**config.mk**
```make
export PLATFORM = sky130hd
export DESIGN_NAME = uart_cmd_receiver
export DESIGN_NICKNAME = d
export VERILOG_FILES = /design/src/rtl/uart_pkg.sv /design/src/rtl/rx_sync.sv /design/src/rtl/uart_cmd_receiver.sv
export SDC_FILE = /design/constraint.sdc
export NUM_CORES = 1
export LEC_CHECK = 0
export CAP_MARGIN = 20
export CORE_ASPECT_RATIO = 1.4
export CORE_MARGIN = 8
export CORE_UTILIZATION = 57
export DETAILED_ROUTE_END_ITERATION = 6
export PLACE_DENSITY = 0.9
export SLEW_MARGIN = 20
export SYNTH_ARGS = -nofsm -noshare
export SYNTH_HDL_FRONTEND = slang
export SYNTH_SLANG_ARGS = --single-unit
```
**constraint.sdc**
```tcl
create_clock -name clk -period 2.57 [get_ports clk]
set_input_delay 0.3855 -clock clk [delete_from_list [all_inputs] [get_ports clk]]
set_output_delay 0.3855 -clock clk [all_outputs]
set_load 0.02 [all_outputs]
```
**src/rtl/uart_pkg.sv**
```systemverilog
// Shared types and constants for the UART command receiver and the traffic-light controller.
package uart_pkg;

    typedef enum logic [2:0] {
        StIdle,
        StStart,
        StData,
        StStop,
        StWaitHigh
    } rx_state_e;

    localparam logic [7:0] AsciiG = 8'h47;
    localparam logic [7:0] AsciiY = 8'h59;
    localparam logic [7:0] AsciiR = 8'h52;
    localparam logic [7:0] AsciiX = 8'h58;

    localparam logic [2:0] LIGHT_GO   = 3'b100;
    localparam logic [2:0] LIGHT_PREP = 3'b110;
    localparam logic [2:0] LIGHT_STOP = 3'b001;

    function automatic int unsigned clks_per_bit(input int unsigned clk_hz,
                                                 input int unsigned baud);
        return clk_hz / baud;
    endfunction

endpackage

```
**src/rtl/rx_sync.sv**
```systemverilog
// Two-flop synchronizer for an asynchronous single-bit input, with a selectable reset value.
module rx_sync #(
    parameter logic ResetVal = 1'b1
) (
    input  logic clk_i,
    input  logic rst_i,
    input  logic d_i,
    output logic q_o
);

    logic meta_q;
    logic sync_q;

    always_ff @(posedge clk_i or posedge rst_i) begin
        if (rst_i) begin
            meta_q <= ResetVal;
            sync_q <= ResetVal;
        end else begin
            meta_q <= d_i;
            sync_q <= meta_q;
        end
    end

    assign q_o = sync_q;

endmodule

```
**src/rtl/uart_cmd_receiver.sv**
```systemverilog
// 8N1 UART receiver that holds the last good byte and decodes G/Y/R/X override commands.
module uart_cmd_receiver
    import uart_pkg::*;
#(
    parameter int unsigned CLK_HZ = 12000000,
    parameter int unsigned BAUD   = 9600
) (
    input  logic       clk,
    input  logic       rst,
    input  logic       rx,
    output logic [7:0] pcInput,
    output logic       rx_valid,
    output logic       frame_err,
    output logic       busy,
    output logic       cmd_valid,
    output logic [2:0] cmd_state,
    output logic       cmd_clear
);

    localparam int unsigned CLKS_PER_BIT = clks_per_bit(CLK_HZ, BAUD);
    localparam int unsigned CntW         = $clog2(CLKS_PER_BIT);
    localparam logic [CntW-1:0] HalfLast = CntW'(CLKS_PER_BIT / 2 - 1);
    localparam logic [CntW-1:0] BitLast  = CntW'(CLKS_PER_BIT - 1);

    logic            rxs;
    rx_state_e       state_q;
    logic [CntW-1:0] cnt_q;
    logic [2:0]      bitn_q;
    logic [7:0]      shift_q;
    logic [7:0]      pc_q;
    logic [2:0]      light_q;
    logic            rx_valid_q;
    logic            frame_err_q;
    logic            cmd_valid_q;
    logic            cmd_clear_q;

    rx_sync #(
        .ResetVal(1'b1)
    ) u_rx_sync (
        .clk_i(clk),
        .rst_i(rst),
        .d_i  (rx),
        .q_o  (rxs)
    );

    always_ff @(posedge clk or posedge rst) begin
        if (rst) begin
            state_q     <= StIdle;
            cnt_q       <= '0;
            bitn_q      <= '0;
            shift_q     <= '0;
            pc_q        <= 8'h00;
            light_q     <= LIGHT_GO;
            rx_valid_q  <= 1'b0;
            frame_err_q <= 1'b0;
            cmd_valid_q <= 1'b0;
            cmd_clear_q <= 1'b0;
        end else begin
            rx_valid_q  <= 1'b0;
            frame_err_q <= 1'b0;
            cmd_valid_q <= 1'b0;
            cmd_clear_q <= 1'b0;
            unique case (state_q)
                StIdle: begin
                    if (!rxs) begin
                        state_q <= StStart;
                        cnt_q   <= '0;
                    end
                end
                StStart: begin
                    if (cnt_q == HalfLast) begin
                        cnt_q  <= '0;
                        bitn_q <= '0;
                        // A start bit that is high again at mid-bit was only a glitch.
                        state_q <= rxs ? StIdle : StData;
                    end else begin
                        cnt_q <= cnt_q + CntW'(1);
                    end
                end
                StData: begin
                    if (cnt_q == BitLast) begin
                        cnt_q   <= '0;
                        shift_q <= {rxs, shift_q[7:1]};
                        if (bitn_q == 3'd7) begin
                            state_q <= StStop;
                        end else begin
                            bitn_q <= bitn_q + 3'd1;
                        end
                    end else begin
                        cnt_q <= cnt_q + CntW'(1);
                    end
                end
                StStop: begin
                    if (cnt_q == BitLast) begin
                        cnt_q <= '0;
                        if (rxs) begin
                            state_q    <= StIdle;
                            pc_q       <= shift_q;
                            rx_valid_q <= 1'b1;
                            case (shift_q)
                                AsciiG: begin
                                    light_q     <= LIGHT_GO;
                                    cmd_valid_q <= 1'b1;
                                end
                                AsciiY: begin
                                    light_q     <= LIGHT_PREP;
                                    cmd_valid_q <= 1'b1;
                                end
                                AsciiR: begin
                                    light_q     <= LIGHT_STOP;
                                    cmd_valid_q <= 1'b1;
                                end
                                AsciiX:  cmd_clear_q <= 1'b1;
                                default: ;
                            endcase
                        end else begin
                            // Stay out of IDLE until the line recovers so a break reports once.
                            state_q     <= StWaitHigh;
                            frame_err_q <= 1'b1;
                        end
                    end else begin
                        cnt_q <= cnt_q + CntW'(1);
                    end
                end
                StWaitHigh: begin
                    if (rxs) begin
                        state_q <= StIdle;
                    end
                end
                default: state_q <= StIdle;
            endcase
        end
    end

    assign pcInput   = pc_q;
    assign rx_valid  = rx_valid_q;
    assign frame_err = frame_err_q;
    assign busy      = (state_q != StIdle);
    assign cmd_valid = cmd_valid_q;
    assign cmd_state = light_q;
    assign cmd_clear = cmd_clear_q;

endmodule
```
-- After elaboration in Yosys (flattened, before gate mapping)
Cells that the tools add are included.
- $add $sub $neg: 2
- equality and inequality tests: 18
- muxes and demuxes: 32
- reduce and logical (&&, ||, !) cells: 13
- operators with widths (cell ; number):
    two-way mux 11 bit ; 3
    case mux 11 bit (3 select lines) ; 1
    == test 8 x 7 -> 1 bit (second input constant) ; 4
    two-way mux 3 bit ; 10
    case mux 3 bit (5 select lines) ; 1
    two-way mux 1 bit ; 14
    inequality test 2 bit (second input constant) ; 6
    adder 11 x 1 -> 11 bit (second input constant) ; 1
    == test 11 x 10 -> 1 bit (second input constant) ; 1
    == test 11 bit (second input constant) ; 1
    case mux 3 bit (3 select lines) ; 1
    nonzero test 3 bit ; 3
    AND reduction 4 bit ; 2
    == test 3 x 2 -> 1 bit (second input constant) ; 2
    == test 3 bit (second input constant) ; 2
    case mux 3 bit (2 select lines) ; 1
    AND reduction 6 bit ; 1
    AND reduction 2 bit ; 2
    adder 3 x 1 -> 3 bit (second input constant) ; 1
    == test 3 x 1 -> 1 bit (second input constant) ; 1
    zero test 3 bit ; 1
    AND reduction 3 bit ; 1
    OR reduction 3 bit ; 1
    two-way mux 2 bit ; 1
    other kinds (3) ; 3
- register bits: 42
- bits of input ports: 3
- output and inout port bits: 16
- word-level logic and storage cells: 77

-- Depth between registers and ports, before layout
Gate-level depths: netlist (run 1).
- word-level depth: 6
- depth in mapped cells: 7
- mapped depth without buffers: 7

-- By module
A second synthesis (run 1) with hierarchy kept.
- cell total of the unflattened synthesis: 178
- area, all modules: 2005.7 um^2
- by module, submodules not included (module ; instances ; cells an instance ; area an instance (um^2) ; sequential area each (um^2)):
    uart_cmd_receiver ; 1 ; 175 ; 1949.4 ; 1002.2
    rx_sync ; 1 ; 3 ; 56.3 ; 52.6

-- Least setup slack after synthesis (run 1)
Ideal clock, no wire load.
- path type: register to register
- start: reg cnt_q[1]
- end: reg state_q[0]
- setup time: 125 ps
- arrival: 1906 ps
- required time: 2445 ps
- setup slack: 539 ps
- stages on the path, launching flop included: 7
- path buffers: 0
- clock period less this slack: 2031 ps
- cells stage by stage: dfrtp_1 -> inv_1 -> ha_1 -> nand4b_1 -> or4b_4 -> a22oi_4 -> mux2_2
- longest elaborated chain between the ends: 3
- elaborated cells between the ends (all ways): 6
- those cells by class: eq/ne (5); reduce/logical (1)
- ends and longest elaborated chain (element ; RTL line ; RTL):
    from (decl) ; uart_cmd_receiver.sv:27 ; logic [CntW-1:0] cnt_q;
    from (signal assigned) ; uart_cmd_receiver.sv:77 ; cnt_q <= cnt_q + CntW'(1);
    from (signal assigned) ; uart_cmd_receiver.sv:90 ; cnt_q <= cnt_q + CntW'(1);
    from (signal assigned) ; uart_cmd_receiver.sv:122 ; cnt_q <= cnt_q + CntW'(1);
    == test 11 bit or == test 11 x 10 -> 1 bit (tied branches) ; uart_cmd_receiver.sv:81, uart_cmd_receiver.sv:94, uart_cmd_receiver.sv:71 ;
    inequality test 2 bit (no line) ; -- ;
    AND reduction 6 bit (no line) * ; -- ;
    to (signal assigned) ; uart_cmd_receiver.sv:75 ; state_q <= rxs ? StIdle : StData;
    to (signal assigned) ; uart_cmd_receiver.sv:85 ; state_q <= StStop;
    to (signal assigned) ; uart_cmd_receiver.sv:97 ; state_q <= StIdle;
    to (decl) ; uart_cmd_receiver.sv:26 ; rx_state_e state_q;
Mark *: on every way between the ends. The rest lies on a longest branch, timed or not.
A chain may end at the register's enable or synchronous reset.

-- Final worst setup path (run 1)
- start: reg state_q[0]
- end: out busy
- longest elaborated chain between the ends: 1
- ends and longest elaborated chain (element ; RTL line ; RTL):
    from (signal assigned) ; uart_cmd_receiver.sv:48 ; state_q <= StIdle;
    from (signal assigned) ; uart_cmd_receiver.sv:66 ; state_q <= StStart;
    from (signal assigned) ; uart_cmd_receiver.sv:75 ;
    nonzero test 3 bit ; uart_cmd_receiver.sv:138 ; assign busy = (state_q != StIdle);
    to (decl) ; uart_cmd_receiver.sv:14 ; output logic busy,
No other way between the ends.

==> results of run 1 <==
## area by class of cell
class / instances / area (µm²)
multi-input combinational: 136 / 1010
clock buffer: 5 / 68.8
fill: 271 / 1180
timing repair buffer: 21 / 203
inverter: 10 / 37.5
clock inverter: 3 / 45.0
sequential: 42 / 1050
tap: 42 / 52.6
## worst max-delay path: cells and delay by family (launching register included)
| kind | cells | cell delay (ns) |
|---|---|---|
| buffers and inverters | 1 | 0.55 |
| flip-flops | 1 | 0.50 |
| AND/OR/NAND/NOR | 1 | 0.42 |
## power by group through the flow
stage / clock network, µW / logic [µW] / registers (µW)
floorplan: 0 / 12.1 / 676
global placement: 0 / 17.9 / 678
detailed placement: 0 / 18.0 / 678
CTS: 528 / 18.0 / 665
global route: 552 / 20.8 / 665
finish: 515 / 17.1 / 665
## cell families (layout without fill, tap and decap cells)
kind of cell    count (synthesis)  in the layout  share of synthesized area
simple gates                   73             73                      0.204
buf+inv                        21             39                     0.0463
fa+ha+maj                       5              5                     0.0290
compound gates                 33             33                      0.108
flops                          42             42                      0.488
mux                            25             25                      0.125
## flip-flops by register name, summed over array words and instances, names as in the netlist
register,cells
state_q,3
shift_q,8
cmd_clear,1
cnt_q,11
cmd_state,3
cmd_valid,1
bitn_q,3
u_rx_sync.meta_q,1
rx_valid,1
frame_err,1
pcInput,8
u_rx_sync.q_o,1
## metrics by stage
stage / hold WS (ns) / std cells / power [µW] / setup slack (ns) / util
after global placement: 0.349 / 251 / 696 / 0.502 / 0.646
after CTS: 0.362 / 259 / 1210 / 0.418 / 0.677
final: 0.360 / 259 / 1200 / 0.427 / 0.677
after floorplan: 0.345 / 199 / 688 / 0.539 / -
after detailed placement: 0.351 / 251 / 696 / 0.461 / 0.646
after global routing: 0.361 / 259 / 1240 / 0.264 / 0.677
## Yosys cell counts, types with 5 or more instances
cell type  count
nand2_1       18
clkbuf_1       5
o21ai_0       16
ha_1           5
inv_1         10
nand3_1        5
mux2_2        16
nor2_1        14
mux2i_1        9
dfrtp_1       39
nor3_1         6
## worst min path at each step
stage | start | endpoint | slack (ns) | cells after the start
after floorplan | u_rx_sync.meta_q | u_rx_sync.q_o | 0.35 | 0
after global placement | u_rx_sync.meta_q | u_rx_sync.q_o | 0.35 | 0
after detailed placement | u_rx_sync.meta_q | u_rx_sync.q_o | 0.35 | 0
after CTS | u_rx_sync.meta_q | u_rx_sync.q_o | 0.36 | 0
after global routing | u_rx_sync.meta_q | u_rx_sync.q_o | 0.36 | 0
final | u_rx_sync.meta_q | u_rx_sync.q_o | 0.36 | 0
## routing by layer
layer  vias up  track usage  wire length (µm)
met5         -            0                 0
li1        738            -                 -
met1       754        0.161              1620
met2        18        0.289              2320
met3         8       0.0380               123
met4         0       0.0636                90
==> impl_metrics.env, run 1 <==
export IMPL_final_antenna_net_count=0
export IMPL_vias=1518
export IMPL_r2r_slack_ns=0.45
export IMPL_status="finished, final reports clean"
export IMPL_r2r_end="state_q[0]"
export IMPL_fin_area_um2=2470
export IMPL_finalCritPeriodShare=0.834
export IMPL_sw_frac_of_total=0.202
export IMPL_seq_area_frac_synth=0.488
export IMPL_layout_commonest_cell="dfrtp_1"
export IMPL_finalClockSkew_ns=0.00474
export IMPL_num_io_pins=19
export IMPL_grt_max_degree=43
export IMPL_dieArea_um2=6040
export IMPL_reg2regPathDepth=6
export IMPL_switchingPower_uw=242
export IMPL_crit_chain="or3_1, clkdlybuf4s50_1"
export IMPL_fmax_mhz=467
export IMPL_synth_cell_types=46
export IMPL_grt_overflow=0
export IMPL_crit_arrival_ns=1.76
export IMPL_placedInstanceArea_um2=2350
export IMPL_cts_buffers=5
export IMPL_antenna_found_initial=0
export IMPL_htree_levels=2
export IMPL_grt_pass1_wl_mm=7.39
export IMPL_critPathKind="reg2out"
export IMPL_io_buffers=18
export IMPL_cp_required_ns=2.18
export IMPL_netlist_area_leader_share=0.452
export IMPL_startpoint_type="flop"
export IMPL_critPathMaxFanout=11
export IMPL_std_cell_rows=26
export IMPL_clock_root_buffer="clkbuf_8"
export IMPL_final_cell_mix="dfrtp_1 (39), nand2_1 (18), clkdlybuf4s50_1 (18)"
export IMPL_p_int_uw=956
export IMPL_synth_nets=207
export IMPL_cap_violations=0
export IMPL_cpMaxStageDelayCell="clkdlybuf4s50_1"
export IMPL_clk_path_buf_depth=2
export IMPL_post_cts_repair_setup_buffers=0
export IMPL_ys_ff_latch=42
export IMPL_detail_route_wl_per_cell_um=16.0
export IMPL_gr_usage_all_layers=0.157
export IMPL_relSlewSlack=0.531
export IMPL_drcViolationCount=0
export IMPL_post_cts_resized=0
export IMPL_syn_avg_cell_area_um2=10.9
export IMPL_p_leak_uw=0.00104
export IMPL_crit_path_end="busy"
export IMPL_cp_end_kind="output pin"
export IMPL_r2r_start="cnt_q[1]"
export IMPL_synth_area_leaders="dfrtp_1 (45%), mux2_2 (8.3%), mux2i_1 (4.2%)"
export IMPL_drtPass1Iterations=4
export IMPL_worstMarginPinSlew_ns=0.693
export IMPL_fp_dieH_um=88.9
export IMPL_finalHoldViolations=0
export IMPL_grt_setup_unrepaired="no"
export IMPL_cts_sinks=42
export IMPL_finalWirelength_mm=4.16
export IMPL_ys_warn_count=0
export IMPL_fp_dieW_um=68.0
export IMPL_start_util=0.593
export IMPL_pwr_share_seq=0.555
export IMPL_async_flop_share=1.00
export IMPL_synthFlopType="dfrtp_1"
export IMPL_max_stage_delay_ns=0.55
export IMPL_grt_pass1_vias=1636
export IMPL_final_min_clock_period_ns=2.14
export IMPL_syn_inst=199
export IMPL_power_density_nw_per_um2=485
export IMPL_crit_start="state_q[0]"
export IMPL_n_antenna_cell=0
export IMPL_cts_tree="yes"
export IMPL_drive_gt1_frac=0.175
export IMPL_slew_viol_final=0
export IMPL_clkTransAtPathRegs_ns=0.08
export IMPL_peakVddDrop_uv=595
export IMPL_tns_ns=0
export IMPL_ctsHoldBuffers=0
export IMPL_synth_edf_count=0
export IMPL_first_iter_violations=85
export IMPL_pwr_share_clk=0.430
export IMPL_yosysTopAreaCell="dfrtp_1"
export IMPL_finalSetupViolCount=0
export IMPL_insertion_delay_ns=0.29
export IMPL_hpwlAfterDp_mm=2.99
export IMPL_viasPerCell=5.86
export IMPL_nets=224
export IMPL_syn_area_um2=2160
export IMPL_place_gp_congestion=0.787
export IMPL_syn_to_final_growth_pct=14.2
export IMPL_coreArea_um2=3640
export IMPL_combPwrFrac=0.014
export IMPL_hold_class="reg2reg"
Power figures use the tool's default switching activity.
==> run 2: changes to the inputs <==
--- a/config.mk
+++ b/config.mk
@@ -8,9 +8,9 @@
 export CAP_MARGIN = 20
 export CORE_ASPECT_RATIO = 1.4
 export CORE_MARGIN = 8
-export CORE_UTILIZATION = 57
+export CORE_UTILIZATION = 51
 export DETAILED_ROUTE_END_ITERATION = 6
-export PLACE_DENSITY = 0.9
+export PLACE_DENSITY = 0.86
 export SLEW_MARGIN = 20
 export SYNTH_ARGS = -nofsm -noshare
 export SYNTH_HDL_FRONTEND = slang
==> constraint.sdc (replaced) <==
create_clock -name clk -period 1.85 [get_ports clk]
set_input_delay 0.2775 -clock clk [delete_from_list [all_inputs] [get_ports clk]]
set_output_delay 0.2775 -clock clk [all_outputs]
set_load 0.02 [all_outputs]
==> run 2 against run 1 <==
  * The flow now finishes with violations (negative setup slack)
  * Register-to-register slack got worse by 0.58 ns
  * Combinational power increased by 63%
  * Worst setup slack got worse by 0.56 ns
  * Sequential power increased by 39%
  * Clock skew increased by 0.011 ns
  * Sequential cell count unchanged
  * Via count increased by 18%
  * Critical path depth increased by 4
  * Critical endpoint is now state_q[0]
  * Largest power group unchanged
==> impl_metrics.env, run 2 (synthesized netlist as in run 1, its figures left out) <==
export IMPL_status="finished with violations"
export IMPL_violations="negative setup slack"
export IMPL_max_stage_delay_ns=0.59
export IMPL_worstMarginPinSlew_ns=0.457
export IMPL_drive_gt1_frac=0.336
export IMPL_final_min_clock_period_ns=1.98
export IMPL_drcViolationCount=0
export IMPL_startpoint_type="flop"
export IMPL_io_buffers=18
export IMPL_cts_sinks=42
export IMPL_finalHoldViolations=0
export IMPL_fmax_mhz=505
export IMPL_slew_viol_final=0
export IMPL_sw_frac_of_total=0.211
export IMPL_grt_pass1_wl_mm=8.38
export IMPL_path_delay_family="simple AND/OR/NAND/NOR gates"
export IMPL_p_int_uw=1230
export IMPL_num_io_pins=19
export IMPL_peakVddDrop_uv=558
export IMPL_antenna_found_initial=0
export IMPL_p_total_uw=1560
export IMPL_critPathKind="reg2reg"
export IMPL_nets=251
export IMPL_cp_required_ns=2.04
export IMPL_pwr_share_seq=0.593
export IMPL_clk_path_buf_depth=2
export IMPL_detail_route_wl_per_cell_um=18.0
export IMPL_power_density_nw_per_um2=562
export IMPL_cp_num_buf_inv=1
export IMPL_grt_setup_unrepaired="yes"
export IMPL_r2r_slack_ns=-0.13
export IMPL_htree_levels=2
export IMPL_cpMaxStageDelayCell="or4b_4"
export IMPL_finalSetupViolCount=33
export IMPL_layout_commonest_cell="dfrtp_1"
export IMPL_relSlewSlack=0.691
export IMPL_final_cell_mix="dfrtp_1 (39), buf_4 (23), nand2_1 (17), clkdlybuf4s50_1 (17), mux2_2 (15)"
export IMPL_finalClockSkew_ns=0.0159
export IMPL_fin_ws_ns=-0.128
export IMPL_fp_dieW_um=71.0
export IMPL_n_antenna_cell=0
export IMPL_clock_root_buffer="clkbuf_8"
export IMPL_first_iter_violations=76
export IMPL_grt_max_degree=43
export IMPL_hpwlAfterDp_mm=3.18
export IMPL_regMostFlops="cnt_q"
export IMPL_final_antenna_net_count=0
export IMPL_fillCellCount=283
export IMPL_grt_pass1_vias=1834
export IMPL_pwr_share_clk=0.389
export IMPL_cts_buffers=5
export IMPL_cts_tree="yes"
export IMPL_coreArea_um2=4130
export IMPL_critPathMaxFanout=5
export IMPL_switchingPower_uw=329
export IMPL_drtPass1Iterations=4
export IMPL_vias=1793
export IMPL_std_cell_rows=28
export IMPL_multi_input_area_um2=1100
export IMPL_start_util=0.523
export IMPL_cp_end_kind="flop"
export IMPL_place_gp_congestion=0.852
export IMPL_syn_to_final_growth_pct=28.5
export IMPL_finalCritPeriodShare=1.07
export IMPL_hold_class="in2async"
export IMPL_dieArea_um2=6610
export IMPL_cap_violations=0
export IMPL_crit_chain="inv_2, ha_4, nand4b_1, or4b_4, a22oi_4, mux2_4"
export IMPL_dp_slack_ns=-0.212
export IMPL_combPwrFrac=0.018
export IMPL_clkTransAtPathRegs_ns=0.08
export IMPL_p_leak_uw=0.00121
export IMPL_regArea_um2=1050
export IMPL_insertion_delay_ns=0.30
export IMPL_largest_reg_flops=11
export IMPL_finalWirelength_mm=5.20
export IMPL_reg2regPathDepth=6
export IMPL_fp_dieH_um=93.0
export IMPL_gr_usage_all_layers=0.158
export IMPL_cp_depth=6
export IMPL_viasPerCell=6.20
export IMPL_grt_overflow=0
export IMPL_crit_arrival_ns=2.17
run 2: final timing paths:
kind | startpoint | to
max | cnt_q[1] | state_q[0]
min in group clk | u_rx_sync.meta_q | u_rx_sync.q_o
min | rst | cnt_q[9]
min reg2reg | u_rx_sync.meta_q | u_rx_sync.q_o
max in group asynchronous | rst | cmd_state[2]
max reg2reg | cnt_q[1] | state_q[0]
run 2: what timing repair did:
item,in CTS,in global routing
pin swaps,16,6
resized for setup,27,13
setup buffers,2,1
endpoints found under the setup margin,26,37
hold buffers,0,0
gates cloned,1,1
run 2: through the flow:
stage / util / setup TNS (ns) / std cells / instance area, µm² / hold slack [ns]
4_1_cts: 0.656 / -1.90 / 287 / 2710 / 0.354
3_3_place_gp: 0.614 / -1.16 / 276 / 2540 / 0.348
6_report: 0.672 / -1.68 / 289 / 2780 / 0.336
5_1_grt: 0.672 / -4.54 / 289 / 2780 / 0.359
2_1_floorplan: - / -1.07 / 199 / 2160 / 0.282
3_5_place_dp: 0.614 / -2.44 / 276 / 2540 / 0.347
run 2: metal layers:
metal / routed length, µm / up-vias / global-route usage
met3: 252 / 25 / 0.0268
met5: 0 / - / 0
met1: 1900 / 892 / 0.162
met4: 245 / 0 / 0.0976
met2: 2800 / 72 / 0.292
li1: - / 804 / -
run 2: final cells by class:
| type | count | area share |
|---|---|---|
| Clock buffer | 7 | 0.0311 |
| Clock inverter | 1 | 0.00180 |
| Inverter | 10 | 0.0135 |
| Multi-Input combinational cell | 136 | 0.395 |
| Sequential cell | 42 | 0.380 |
| Tap cell | 45 | 0.0203 |
| Timing Repair Buffer | 48 | 0.158 |
run 2: worst reg2reg max path, stage by stage, from the launching register on:
cell and delay [ns]:
dfrtp_1 0.39, inv_2 0.08, ha_4 0.11, nand4b_1 0.12, or4b_4 0.59, a22oi_4 0.27
mux2_4 0.32
run 2: power by group through the flow:
stage	Clock (µW)	Combinational [µW]	Sequential [µW]
CTS	618	28.9	925
detailed placement	0	28.9	942
finish	607	27.8	925
global placement	0	28.5	942
floorplan	0	16.8	940
global route	652	32.5	926
